$ cat src/rtl/dht11_reader.sv
// DHT11 single-wire master: host start pulse, 40-bit frame capture with checksum,
// and sequential binary-to-BCD conversion of the integral humidity/temperature bytes.
module dht11_reader #(
  parameter int CLK_HZ         = 50_000_000,
  parameter int START_LOW_US   = 18000,
  parameter int TIMEOUT_US     = 200,
  parameter int BIT1_THRESH_US = 50
) (
  input  logic       clk,
  input  logic       rst_n,
  input  logic       start,
  input  logic       dht_in,
  output logic       dht_oe,
  output logic       busy,
  output logic       valid,
  output logic [1:0] err,
  output logic [7:0] hum_int,
  output logic [7:0] temp_int,
  output logic [3:0] hum_hundreds,
  output logic [3:0] hum_tens,
  output logic [3:0] hum_units,
  output logic [3:0] temp_hundreds,
  output logic [3:0] temp_tens,
  output logic [3:0] temp_units
);

  // state     | meaning
  // IDLE      | waiting for start
  // START_LOW | host drives line low
  // RELEASE   | line released, wait for sensor to pull low
  // RESP_LOW  | sensor response low phase
  // RESP_HIGH | sensor response high phase
  // BIT_LOW   | data bit low preamble
  // BIT_HIGH  | data bit high phase, length decides the bit
  // CHECK     | checksum compare
  // CONVERT   | 8 double-dabble iterations
  // DONE      | latch outputs

  localparam int DIV = CLK_HZ / 1_000_000;
  localparam int PW  = (DIV > 1) ? $clog2(DIV) : 1;
  localparam int M1  = (START_LOW_US > TIMEOUT_US) ? START_LOW_US : TIMEOUT_US;
  localparam int M2  = (M1 > BIT1_THRESH_US) ? M1 : BIT1_THRESH_US;
  localparam int UW  = $clog2(M2 + 2);

  typedef enum logic [3:0] {
    IDLE, START_LOW, RELEASE, RESP_LOW, RESP_HIGH,
    BIT_LOW, BIT_HIGH, CHECK, CONVERT, DONE
  } state_t;

  state_t state, state_next;

  logic          sync1, sync2, line_d;
  logic          rise, fall;
  logic [PW-1:0] presc;
  logic          tick;
  logic [UW-1:0] us_cnt;
  logic [5:0]    bit_cnt;
  logic [39:0]   shreg;
  logic [2:0]    conv_cnt;
  logic [11:0]   bcd_h, bcd_t, adj_h, adj_t;
  logic [7:0]    bin_h, bin_t;
  logic [7:0]    sum;
  logic          sensor_phase;
  logic          set_to, set_ck, clr_err, shift_en, load_conv;

  function automatic logic [11:0] dd_adj(input logic [11:0] b);
    logic [11:0] r;
    for (int i = 0; i < 3; i++) begin
      r[i*4 +: 4] = (b[i*4 +: 4] >= 4'd5) ? b[i*4 +: 4] + 4'd3 : b[i*4 +: 4];
    end
    return r;
  endfunction

  assign rise  = sync2 & ~line_d;
  assign fall  = ~sync2 & line_d;
  assign tick  = (presc == '0);
  assign sum   = shreg[39:32] + shreg[31:24] + shreg[23:16] + shreg[15:8];
  assign adj_h = dd_adj(bcd_h);
  assign adj_t = dd_adj(bcd_t);
  assign sensor_phase = (state == RELEASE) || (state == RESP_LOW) || (state == RESP_HIGH) ||
                        (state == BIT_LOW) || (state == BIT_HIGH);

  // Sync flops idle high so reset release never looks like a line edge
  always_ff @(posedge clk or negedge rst_n) begin
    if (!rst_n) begin
      sync1  <= 1'b1;
      sync2  <= 1'b1;
      line_d <= 1'b1;
    end else begin
      sync1  <= dht_in;
      sync2  <= sync1;
      line_d <= sync2;
    end
  end

  always_ff @(posedge clk or negedge rst_n) begin
    if (!rst_n) begin
      presc  <= '0;
      us_cnt <= '0;
    end else begin
      presc <= tick ? PW'(DIV - 1) : presc - 1'b1;
      if (state_next != state)
        us_cnt <= '0;
      else if (tick && (us_cnt != '1))
        us_cnt <= us_cnt + 1'b1;
    end
  end

  always_ff @(posedge clk or negedge rst_n) begin
    if (!rst_n) state <= IDLE;
    else        state <= state_next;
  end

  always_comb begin
    state_next = state;
    set_to     = 1'b0;
    set_ck     = 1'b0;
    clr_err    = 1'b0;
    shift_en   = 1'b0;
    load_conv  = 1'b0;
    if (sensor_phase && (us_cnt >= UW'(TIMEOUT_US))) begin
      set_to     = 1'b1;
      state_next = IDLE;
    end else begin
      case (state)
        IDLE: if (start) begin
          clr_err    = 1'b1;
          state_next = START_LOW;
        end
        START_LOW: if (us_cnt >= UW'(START_LOW_US)) state_next = RELEASE;
        RELEASE:   if (fall) state_next = RESP_LOW;
        RESP_LOW:  if (rise) state_next = RESP_HIGH;
        RESP_HIGH: if (fall) state_next = BIT_LOW;
        BIT_LOW:   if (rise) state_next = BIT_HIGH;
        BIT_HIGH: if (fall) begin
          shift_en   = 1'b1;
          state_next = (bit_cnt == 6'd39) ? CHECK : BIT_LOW;
        end
        CHECK: if (sum == shreg[7:0]) begin
          load_conv  = 1'b1;
          state_next = CONVERT;
        end else begin
          set_ck     = 1'b1;
          state_next = IDLE;
        end
        CONVERT: if (conv_cnt == 3'd0) state_next = DONE;
        DONE:    state_next = IDLE;
        default: state_next = IDLE;
      endcase
    end
  end

  assign dht_oe = (state == START_LOW);
  assign busy   = (state != IDLE);

  always_ff @(posedge clk or negedge rst_n) begin
    if (!rst_n) begin
      bit_cnt  <= '0;
      shreg    <= '0;
      conv_cnt <= '0;
      bcd_h    <= '0;
      bcd_t    <= '0;
      bin_h    <= '0;
      bin_t    <= '0;
    end else begin
      if (state == RESP_HIGH)
        bit_cnt <= '0;
      else if (shift_en)
        bit_cnt <= bit_cnt + 1'b1;
      if (shift_en)
        shreg <= {shreg[38:0], (us_cnt > UW'(BIT1_THRESH_US))};
      if (load_conv) begin
        bin_h    <= shreg[39:32];
        bin_t    <= shreg[23:16];
        bcd_h    <= '0;
        bcd_t    <= '0;
        conv_cnt <= 3'd7;
      end else if (state == CONVERT) begin
        bcd_h    <= {adj_h[10:0], bin_h[7]};
        bcd_t    <= {adj_t[10:0], bin_t[7]};
        bin_h    <= {bin_h[6:0], 1'b0};
        bin_t    <= {bin_t[6:0], 1'b0};
        conv_cnt <= conv_cnt - 1'b1;
      end
    end
  end

  // Outputs update together at the end of DONE, so valid and the new values share one cycle
  always_ff @(posedge clk or negedge rst_n) begin
    if (!rst_n) begin
      valid         <= 1'b0;
      err           <= '0;
      hum_int       <= '0;
      temp_int      <= '0;
      hum_hundreds  <= '0;
      hum_tens      <= '0;
      hum_units     <= '0;
      temp_hundreds <= '0;
      temp_tens     <= '0;
      temp_units    <= '0;
    end else begin
      valid <= (state == DONE);
      if (clr_err) begin
        err <= '0;
      end else begin
        if (set_to) err[0] <= 1'b1;
        if (set_ck) err[1] <= 1'b1;
      end
      if (state == DONE) begin
        hum_int       <= shreg[39:32];
        temp_int      <= shreg[23:16];
        hum_hundreds  <= bcd_h[11:8];
        hum_tens      <= bcd_h[7:4];
        hum_units     <= bcd_h[3:0];
        temp_hundreds <= bcd_t[11:8];
        temp_tens     <= bcd_t[7:4];
        temp_units    <= bcd_t[3:0];
      end
    end
  end

endmodule

$ cat config.mk
export PLATFORM = sky130hd
export DESIGN_NAME = dht11_reader
export DESIGN_NICKNAME = d
export VERILOG_FILES = /design/src/rtl/dht11_reader.sv
export SDC_FILE = /design/constraint.sdc
export NUM_CORES = 1
export LEC_CHECK = 0
export CAP_MARGIN = 20
export CORE_MARGIN = 2
export CORE_UTILIZATION = 55
export DETAILED_ROUTE_END_ITERATION = 6
export PLACE_DENSITY = 0.75
export SLEW_MARGIN = 20
export SYNTH_ARGS = -nofsm -noshare
export SYNTH_HDL_FRONTEND = slang
export SYNTH_SLANG_ARGS = --single-unit
$ cat constraint.sdc
create_clock -name clk -period 10.9 [get_ports clk]
set_input_delay 2.18 -clock clk [delete_from_list [all_inputs] [get_ports clk]]
set_output_delay 2.18 -clock clk [all_outputs]
set_load 0.02 [all_outputs]
=== Word-level counts from Yosys, hierarchy flattened ===
Cells that the tools add are included.

* Bits in registers: 160
* Input port bits: 4
* Logic and storage cells: 127

* $add $sub $neg: 13
* $lt $le $gt $ge: 9
* Equality and inequality tests: 13
* Multiplexer cells: 49
* Bitwise operators: 4
* Reductions and logical operators: 15

{| class="wikitable"
|+ Operator list
! kind !! count
|-
| $mux 4 || 14
|-
| $mux 12 || 4
|-
| $pmux 4 s9 || 1
|-
| $mux 8 || 4
|-
| $mux 15 || 2
|-
| $add 8x8->8 || 3
|-
| $ge 4x3->1 const B || 6
|-
| $mux 6 || 3
|-
| $add 4x2->4 const B || 4
|-
| $eq 4x3->1 const B || 4
|-
| $add 15x1->15 const B || 1
|-
| $ge 15x15->1 const B || 1
|-
| $ge 15x8->1 const B || 1
|-
| $gt 15x6->1 const B || 1
|-
| $mux 1 || 15
|-
| $ne 15x15->1 const B || 1
|-
| $mux 3 || 4
|-
| $reduce_bool 2->1 || 5
|-
| $eq 4x2->1 const B || 2
|-
| $eq 4x4->1 const B || 2
|-
| $eq 8x8->1 || 1
|-
| $add 3x2->3 const B || 2
|-
| $add 6x1->6 const B || 1
|-
| $eq 6x6->1 const B || 1
|-
| 13 further kinds || 20
|}

=== Logic depth before layout (Yosys ltp) ===
Gate-level depths: netlist of the first run.

* Depth after elaboration: 9
* Mapped depth: 15
* Mapped depth without buffers: 13

=== Least setup slack after synthesis of the first run ===
Ideal clock, no wire load.

* Path type: register -> register
* From: register shreg[9]
* To: register bin_h[1]
* Setup time: 0.126 ns
* Arrival time: 3.596 ns
* Data required time: 10.774 ns
* Path slack: 7.178 ns
* Cell stages (with the launch flop): 15
* Path through: dfrtp_1 > fa_1 > inv_1 > fa_1 > inv_1 > ha_1 > fa_1 > a21o_1 > a21oi_1 > o21ai_0 > xnor2_1 > nor4_2 > o21ai_2 > buf_6 > a221o_1

* Longest elaborated chain between the ends: 6
* Elaborated cells between the ends (all ways): 7

{| class="wikitable"
|+ Ends and longest elaborated chain
! what !! RTL line !! RTL
|-
| from (decl) || 58 || <nowiki>logic [39:0] shreg;</nowiki>
|-
| from (signal assigned) || 171 || <nowiki>shreg <= {shreg[38:0], (us_cnt > UW'(BIT1_THRESH_US))};</nowiki>
|-
| $add 8x8->8 (*) || 77 || <nowiki>assign sum = shreg[39:32] + shreg[31:24] + shreg[23:16] + shreg[15:8];</nowiki>
|-
| $eq 8x8->1 (*) || 139 || <nowiki>CHECK: if (sum == shreg[7:0]) begin</nowiki>
|-
| $mux 1 (*) || 139 ||
|-
| $mux 1 (*) || 125 || <nowiki>case (state)</nowiki>
|-
| $mux 1 (*) || 121 || <nowiki>if (sensor_phase && (us_cnt >= UW'(TIMEOUT_US))) begin</nowiki>
|-
| $mux 8 or $reduce_bool 2->1 (tied branches) || -- ||
|-
| to (signal assigned) || 173 || <nowiki>bin_h <= shreg[39:32];</nowiki>
|-
| to (signal assigned) || 181 || <nowiki>bin_h <= {bin_h[6:0], 1'b0};</nowiki>
|-
| to (decl) || 61 || <nowiki>logic [7:0] bin_h, bin_t;</nowiki>
|}

Every way passes the cells marked *; elsewhere a longest branch is shown, timed or not.
A chain may end at the register's enable or synchronous reset.

=== Final worst setup path of the first run ===
* From: register state[1]
* To: output port dht_oe

* Longest elaborated chain between the ends: 1

{| class="wikitable"
|+ Ends and longest elaborated chain
! what !! RTL line !! RTL
|-
| from (decl) || 50 || <nowiki>state_t state, state_next;</nowiki>
|-
| from (signal assigned) || 111 || <nowiki>else state <= state_next;</nowiki>
|-
| $eq 4x1->1 || 153 || <nowiki>assign dht_oe = (state == START_LOW);</nowiki>
|-
| to (decl) || 13 || <nowiki>output logic dht_oe,</nowiki>
|}

No other way between the ends.

==> results of run 1 <==
cells in the mapped netlist (3+ instances only):
cell	number	share of area, %
sky130_fd_sc_hd__dfrtp_1	157	50
sky130_fd_sc_hd__nor2_1	83	4.0
sky130_fd_sc_hd__mux2_2	74	11
sky130_fd_sc_hd__a21oi_1	47	3.0
sky130_fd_sc_hd__inv_1	37	1.8
sky130_fd_sc_hd__nand2_1	29	1.4
sky130_fd_sc_hd__xnor2_1	28	3.1
sky130_fd_sc_hd__ha_1	26	4.1
sky130_fd_sc_hd__xor2_1	21	2.3
sky130_fd_sc_hd__o21ai_0	20	1.3
sky130_fd_sc_hd__nor3_1	18	1.1
sky130_fd_sc_hd__and3_1	17	1.4
sky130_fd_sc_hd__clkbuf_1	14	0.67
sky130_fd_sc_hd__fa_1	14	3.6
sky130_fd_sc_hd__buf_2	10	0.64
sky130_fd_sc_hd__nand3_1	10	0.64
sky130_fd_sc_hd__nand2b_1	9	0.72
sky130_fd_sc_hd__nand4_1	8	0.64
sky130_fd_sc_hd__a221o_1	7	0.89
sky130_fd_sc_hd__a221o_2	7	1.0
sky130_fd_sc_hd__a211oi_1	3	0.29
sky130_fd_sc_hd__buf_1	3	0.14
sky130_fd_sc_hd__buf_6	3	0.43
sky130_fd_sc_hd__dfstp_2	3	1.0
sky130_fd_sc_hd__nor2b_1	3	0.24
sky130_fd_sc_hd__o21a_1	3	0.29
sky130_fd_sc_hd__o22ai_1	3	0.24
cell families after synthesis:
logic type	after synthesis
buf+inv	68
fa+ha+maj	40
compound gates	108
xor+xnor	49
mux	76
flops	160
simple gates	195
sequential cells by signal, indices dropped and copies added (netlist names), 4 cells and up:
| name | cells |
|---|---|
| hum_units | 4 |
| bin_h | 8 |
| shreg | 40 |
| bit_cnt | 6 |
| us_cnt | 15 |
| state | 4 |
| temp_tens | 4 |
| hum_int | 8 |
| hum_hundreds | 4 |
| presc | 6 |
| temp_hundreds | 4 |
| hum_tens | 4 |
| temp_units | 4 |
| bcd_h | 12 |
| bin_t | 8 |
| bcd_t | 12 |
| temp_int | 8 |
routing by layer:
layer  vias up  GRT usage [%]  wire length [um]
li1       2484              -                 -
met1      2565          28.57              6846
met2        83          34.99              7372
met3        31          4.705               367
met4         0          8.523               340
met5         -              0                 0
placed cells by master (no fill, tap or decap), types with 4 or more instances in the layout:
| master | synthesis | layout |
|---|---|---|
| sky130_fd_sc_hd__dfrtp_1 | 157 | 157 |
| sky130_fd_sc_hd__nand4_1 | 8 | 8 |
| sky130_fd_sc_hd__a221o_2 | 7 | 7 |
| sky130_fd_sc_hd__clkbuf_8 | 0 | 4 |
| sky130_fd_sc_hd__clkbuf_1 | 14 | 4 |
| sky130_fd_sc_hd__xnor2_1 | 28 | 28 |
| sky130_fd_sc_hd__nand2_1 | 29 | 29 |
| sky130_fd_sc_hd__a221o_1 | 7 | 7 |
| sky130_fd_sc_hd__nor3_1 | 18 | 18 |
| sky130_fd_sc_hd__o21ai_0 | 20 | 20 |
| sky130_fd_sc_hd__xor2_1 | 21 | 21 |
| sky130_fd_sc_hd__nand2b_1 | 9 | 9 |
| sky130_fd_sc_hd__nand3_1 | 10 | 10 |
| sky130_fd_sc_hd__inv_1 | 37 | 37 |
| sky130_fd_sc_hd__mux2_2 | 74 | 74 |
| sky130_fd_sc_hd__buf_4 | 1 | 5 |
| sky130_fd_sc_hd__ha_1 | 26 | 26 |
| sky130_fd_sc_hd__clkdlybuf4s50_1 | 0 | 47 |
| sky130_fd_sc_hd__clkbuf_16 | 0 | 17 |
| sky130_fd_sc_hd__fa_1 | 14 | 14 |
| sky130_fd_sc_hd__nor2_1 | 83 | 83 |
| sky130_fd_sc_hd__and3_1 | 17 | 16 |
| sky130_fd_sc_hd__a21oi_1 | 47 | 47 |
metrics by stage:
step / power (mW) / util [%] / hold slack, ns / cell area (sq um) / worst slack (ns)
final: 1.166 / 64.74 / 0.3546 / 9021 / 6.428
after global routing: 1.203 / 64.74 / 0.3587 / 9021 / 6.275
after CTS: 1.175 / 64.67 / 0.3556 / 9011 / 6.424
after detailed placement: 0.6206 / 60.72 / 0.3472 / 8461 / 6.693
after global placement: 0.6202 / 60.72 / 0.3472 / 8461 / 6.803
after floorplan: 0.6072 / - / 0.3452 / 7863 / 7.178
final cells by class:
type	instances	area (sq um)	area share (%)
Multi-Input combinational cell	468	3568	39.56
Clock buffer	25	495.5	5.492
Inverter	37	138.9	1.540
Sequential cell	160	4008	44.42
Timing Repair Buffer	54	530.5	5.881
Tap cell	180	225.2	2.497
Clock inverter	5	55.05	0.6103
power by group through the flow:
stage                     clock network, mW  registers [mW]  logic, mW
after detailed placement                  0           0.606     0.0144
final                                 0.557           0.596     0.0136
after global placement                    0           0.606     0.0140
after CTS                             0.565           0.596     0.0144
after global routing                  0.592           0.595     0.0163
after floorplan                           0           0.606   0.000917
final timing paths:
path | end | slack (ns) | cells past startpoint
worst min-delay path | sync2$_DFF_PN1_ | 0.35 | 0
worst min register to register | sync2$_DFF_PN1_ | 0.35 | 0
worst max-delay path | dht_oe | 6.43 | 5
worst max register to register | bin_t[1]$_DFFE_PN0P_ | 6.84 | 14
min in group asynchronous | bit_cnt[3]$_DFFE_PN0P_ | 1.79 | 1
max in group asynchronous | hum_tens[2]$_DFFE_PN0P_ | 7.92 | 2
==> key figures, run 1 <==
Outcome
  • Outcome: completed

Synth
  • Multiplexer share of the synthesized area: 10.85%
  • Simple logic cell fraction of the synthesized area: 12.27%
  • Number of synthesis warnings: 0
  • Part of the Yosys area used for sequential elements: 50.97%
  • Flip-flop and latch count after synthesis: 160
  • Cell Area, Synth: 0.007863 sq mm
  • Post-Syn Nets: 740
  • Cells after synthesis: 696
  • Leading register cell type out of synthesis: sky130_fd_sc_hd__dfrtp_1
  • Share of synthesized cell area in full adder, half adder and majority cells: 7.702%
  • FFs w/ async S/R, synth: 100.0%
  • Post-synth cell types: 55
  • Number of synthesized flops with an enable pin: 0
  • Synthesized-area fraction occupied by xor and xnor cells: 5.458%
  • Dominant combinational cell family by area after synthesis: simple AND/OR/NAND/NOR gates
  • Compound-cell area share of the yosys netlist: 9.007%
  • Avg Synthesized Cell Area: 11.30 sq um

Floorplanning
  • Floorplan Core Area: 0.01393 sq mm
  • Initial core utilization: 56.42%
  • Die outline width: 123.6 um
  • Die area: 0.01527 sq mm
  • I/O pin total: 49
  • Chip height: 123.6 um
  • Number of rows in the core area: 43

Power and ir drop
  • Clock group share of total power: 47.7%
  • Int Pwr: 932.0 uW
  • Leakage Power: 4.373 nW
  • Power per Cell Area: 129.2 mW/mm^2
  • Sequential fraction of design power: 51.1%
  • Share of total power consumed by net switching: 20.05%
  • Switching Power: 233.7 uW
  • Maximum VDD drop: 0.09625 mV
  • Combinational group share of total power: 1.2%

Placement
  • Buffers on Ports: 48
  • Final estimated routing congestion in global placement: 0.8389
  • # placed instances: 899
  • Detailed Place HPWL: 10090 um

Timing
  • Final setup violation count: 0
  • Worst Max-Slew Pin Slew: 1.040 ns
  • Post-route fraction of the period consumed by the critical path: 41.02%
  • Final Max Tran Viols: 0
  • Worst slew margin: 30.23%
  • Final setup skew: 0.009978 ns
  • Unrepaired setup endpoints after global routing: false
  • Final Hold Fails: 0
  • Setup TNS: 0 ns
  • Maximum clock frequency: 0.2236 GHz
  • Shortest clock period the worst path allows after layout: 4.472 ns

Global routing
  • Sum of overflow across all layers after global routing: 0
  • Combined global-route utilization of all metal layers: 21.64%
  • First-pass GRT wire length: 25540 um
  • Pin count of the biggest net entering global routing: 86
  • Via count of the first global-routing pass: 5260
  • Antenna violations before repair: 0

Setup path
  • Master of the slowest instance on the critical path: sky130_fd_sc_hd__clkdlybuf4s50_1
  • Critical R2R Launch: shreg[17]$_DFFE_PN0P_
  • Required time reported for the critical path endpoint: 8.72 ns
  • Critical Path Start Type: register
  • Critical-path cell list: nor2_1 > nand2_1 > or2_2 > inv_1 > clkdlybuf4s50_1
  • Largest stage delay on the critical path: 0.60 ns
  • CP Launch Point: state[1]$_DFF_PN0_
  • Critical path buffer and inverter count: 2
  • Path type of the worst setup path: reg2out
  • Largest fanout of any net on the critical path: 13
  • Type of element capturing the critical path: output pin
  • Top delay family on crit path: buffers and inverters
  • Worst Path Arrival: 2.29 ns

Cells and area
  • Number of antenna repair diodes: 0
  • Fraction of layout cells with a size suffix above 1: 17.62%
  • Number of filler cells placed in the layout: 1030
  • Total number of nets in the final design: 782
  • Signed area change from the synthesized netlist to the final layout: 14.74%
  • Non-Filler Instances: 929

Clock network
  • Post-CTS setup buffer count: 0
  • # H-tree levels: 4
  • Num CTS Buffers: 17
  • Register clock-pin slew on the reported worst setup and hold paths: 0.06 ns
  • Cells resized by post-CTS repair: 0
  • CTS tree: done
  • Number of buffers on the longest clock path: 2
  • Clk root buf: sky130_fd_sc_hd__clkbuf_16
  • Clock latency on the worst-skew pair: 0.43 ns
  • Hold-fix buffer count after cts: 0
  • Number of clock sinks: 160

Route
  • Wire length reported by the detailed router: 14930 um
  • DRT antenna net count: 0
  • Routed len/inst: 16.07 um
  • Iter 0 DRT Violations: 403
  • Vias: 5163
  • Total iterations of the first detailed-routing run: 5
  • DRC violation count after routing: 0
  • Via density per instance: 5.558

Hold path
  • HP Start: sync1$_DFF_PN1_
  • Type of the worst min-delay path: reg2reg

Run
  • Maxcap violations: 0
No activity file was read; power rests on OpenSTA's default activity.
==> run 2: changes to the inputs <==
--- a/config.mk
+++ b/config.mk
@@ -7,9 +7,9 @@
 export LEC_CHECK = 0
 export CAP_MARGIN = 20
 export CORE_MARGIN = 2
-export CORE_UTILIZATION = 55
+export CORE_UTILIZATION = 54
 export DETAILED_ROUTE_END_ITERATION = 6
-export PLACE_DENSITY = 0.75
+export PLACE_DENSITY = 0.77
 export SLEW_MARGIN = 20
 export SYNTH_ARGS = -nofsm -noshare
 export SYNTH_HDL_FRONTEND = slang
==> constraint.sdc (replaced) <==
create_clock -name clk -period 3.97 [get_ports clk]
set_input_delay 0.794 -clock clk [delete_from_list [all_inputs] [get_ports clk]]
set_output_delay 0.794 -clock clk [all_outputs]
set_load 0.02 [all_outputs]
==> run 2 against run 1 <==
- clock skew fell by 0.0025 ns
- highest routed layer unchanged
- sequential power grew to 2.7 times the previous value
- critical endpoint is now bin_h[3]$_DFFE_PN0P_
- total power grew to 2.7 times the previous value
- flip-flop and latch count did not move
- worst hold slack worse by 0.0086 ns
==> key figures, run 2 (synthesis results as in run 1) <==
Clock network
  • Clock latency on the worst-skew pair: 0.43 ns
  • Register clock-pin slew on the reported worst setup and hold paths: 0.06 ns
  • Number of buffers on the longest clock path: 2
  • Clk root buf: sky130_fd_sc_hd__clkbuf_16
  • Num CTS Buffers: 17
  • CTS tree: done
  • Number of clock sinks: 160
  • # H-tree levels: 4

Floorplanning
  • I/O pin total: 49
  • Number of rows in the core area: 44
  • Die outline width: 124.7 um
  • Floorplan Core Area: 0.01437 sq mm
  • Chip height: 124.7 um
  • Die area: 0.01554 sq mm
  • Initial core utilization: 54.72%

Cells and area
  • Post-Route Utilization: 65.11%
  • Flip-flop count of the largest register after layout: 40
  • Most frequent cells in the layout: sky130_fd_sc_hd__dfrtp_1 (157), sky130_fd_sc_hd__nor2_1 (83), sky130_fd_sc_hd__mux2_2 (74)
  • Final Cell Area: 0.009355 sq mm
  • Total number of nets in the final design: 803
  • Fraction of layout cells with a size suffix above 1: 20.91%
  • Number of antenna repair diodes: 0
  • Most common cell after layout, fill and taps aside: sky130_fd_sc_hd__dfrtp_1
  • Largest Register: shreg
  • Signed area change from the synthesized netlist to the final layout: 18.98%
  • Registers with the most flip-flops: shreg: 40 flops, us_cnt: 15 flops

Global routing
  • Sum of overflow across all layers after global routing: 0
  • First-pass GRT wire length: 27500 um
  • Combined global-route utilization of all metal layers: 21.90%
  • Via count of the first global-routing pass: 5627
  • Pin count of the biggest net entering global routing: 127
  • Antenna violations before repair: 0

Setup path
  • Path type of the worst setup path: reg2reg
  • Type of element capturing the critical path: register
  • Critical Path Start Type: register
  • Endpoint of the most critical register-to-register path: bin_h[3]$_DFFE_PN0P_
  • Worst Path Arrival: 4.28 ns
  • Count of cells along the worst register-to-register path: 16
  • Required time reported for the critical path endpoint: 4.33 ns
  • FF-to-FF setup slack: 0.05 ns
  • Largest fanout of any net on the critical path: 5
  • Critical R2R Launch: shreg[17]$_DFFE_PN0P_

Route
  • DRC violation count after routing: 0
  • DRT antenna net count: 0
  • Routed len/inst: 17.65 um
  • Total iterations of the first detailed-routing run: 5
  • Via density per instance: 5.770
  • Iter 0 DRT Violations: 457
  • Wire length reported by the detailed router: 16840 um
  • Vias: 5505

Timing
  • Final Hold Fails: 0
  • Final setup violation count: 0
  • Worst slew margin: 27.43%
  • Post-Route Hold Slack: 0.3460 ns
  • Post-route fraction of the period consumed by the critical path: 98.62%
  • Maximum clock frequency: 0.2554 GHz
  • Final setup skew: 0.007508 ns
  • Final Max Tran Viols: 0
  • Setup TNS: 0 ns
  • Unrepaired setup endpoints after global routing: true
  • Shortest clock period the worst path allows after layout: 3.915 ns
  • Worst Max-Slew Pin Slew: 1.081 ns

Placement
  • Final estimated routing congestion in global placement: 0.8703
  • Post-DP Area: 0.008508 sq mm
  • Detailed Place HPWL: 10610 um
  • Buffers on Ports: 48

Power and ir drop
  • Total design power: 3.192 mW
  • Leakage Power: 4.512 nW
  • Power per Cell Area: 341.2 mW/mm^2
  • Maximum VDD drop: 0.2773 mV

Run
  • Maxcap violations: 0

Outcome
  • Outcome: completed

Hold path
  • Type of the worst min-delay path: in2async
## run 2: stage by stage
stage,setup slack [ns],cells
6_report,0.05482,954
5_1_grt,-0.1348,954
4_1_cts,0.007032,940
3_5_place_dp,-0.04547,906
3_3_place_gp,0.1146,905
2_1_floorplan,0.2483,696
## run 2: what timing repair did
| action | in CTS | in global routing |
|---|---|---|
| resized for setup | 4 | 9 |
| hold buffers | 0 | 0 |
| pin swaps | 5 | 19 |
| endpoints found under the setup margin | 16 | 44 |
| buffers inserted | 2 | 6 |
| cloned | 2 | 7 |
## run 2: worst max path at each step
stage                               start                    to  slack [ns]  cells after the start
finish              shreg[17]$_DFFE_PN0P_  bin_h[3]$_DFFE_PN0P_        0.05                     16
CTS                  shreg[9]$_DFFE_PN0P_  bin_h[6]$_DFFE_PN0P_       0.007                     15
floorplan            shreg[9]$_DFFE_PN0P_  bin_h[1]$_DFFE_PN0P_        0.25                     14
global route        shreg[17]$_DFFE_PN0P_  bin_h[2]$_DFFE_PN0P_       -0.13                     16
global placement     shreg[9]$_DFFE_PN0P_  bin_t[3]$_DFFE_PN0P_        0.11                     13
detailed placement   shreg[9]$_DFFE_PN0P_  bin_t[5]$_DFFE_PN0P_       -0.05                     13
## run 2: power by group
group	total, mW	switching, mW	internal, mW
registers	1.63	0.00125	1.63
clock network	1.52	0.651	0.865
logic	0.0413	0.0329	0.00842
total	3.19	0.685	2.51
## run 2: per-layer routing
metal	GRT usage [%]	wire length, um	up-vias
met1	27.39	7163	2803
met2	36.52	8662	152
li1	-	-	2518
met5	0	0	-
met3	4.381	626	32
met4	10.71	383	0
## run 2: worst max-delay path, cell delays in order (launching register included)
cell and delay [ns]:
sky130_fd_sc_hd__dfrtp_1 0.40, sky130_fd_sc_hd__fa_1 0.54, sky130_fd_sc_hd__inv_1 0.05, sky130_fd_sc_hd__fa_1 0.48, sky130_fd_sc_hd__inv_1 0.05, sky130_fd_sc_hd__ha_2 0.19, sky130_fd_sc_hd__fa_2 0.37, sky130_fd_sc_hd__a21o_1 0.19
sky130_fd_sc_hd__a21oi_2 0.16, sky130_fd_sc_hd__buf_4 0.14, sky130_fd_sc_hd__xnor2_2 0.12, sky130_fd_sc_hd__o2111ai_4 0.17, sky130_fd_sc_hd__nor3_2 0.26, sky130_fd_sc_hd__nor3b_4 0.27, sky130_fd_sc_hd__buf_6 0.19, sky130_fd_sc_hd__clkbuf_16 0.15
sky130_fd_sc_hd__a221o_1 0.13
## run 2: final cells by class
type                       count  area (sq um)
clock buffer                  19         442.9
clock inverter                11         93.84
fill                        1046          5014
inverter                      37         138.9
multi-input combinational    470          3637
sequential                   160          4008
tap                          184         230.2
timing repair buffer          73         804.5
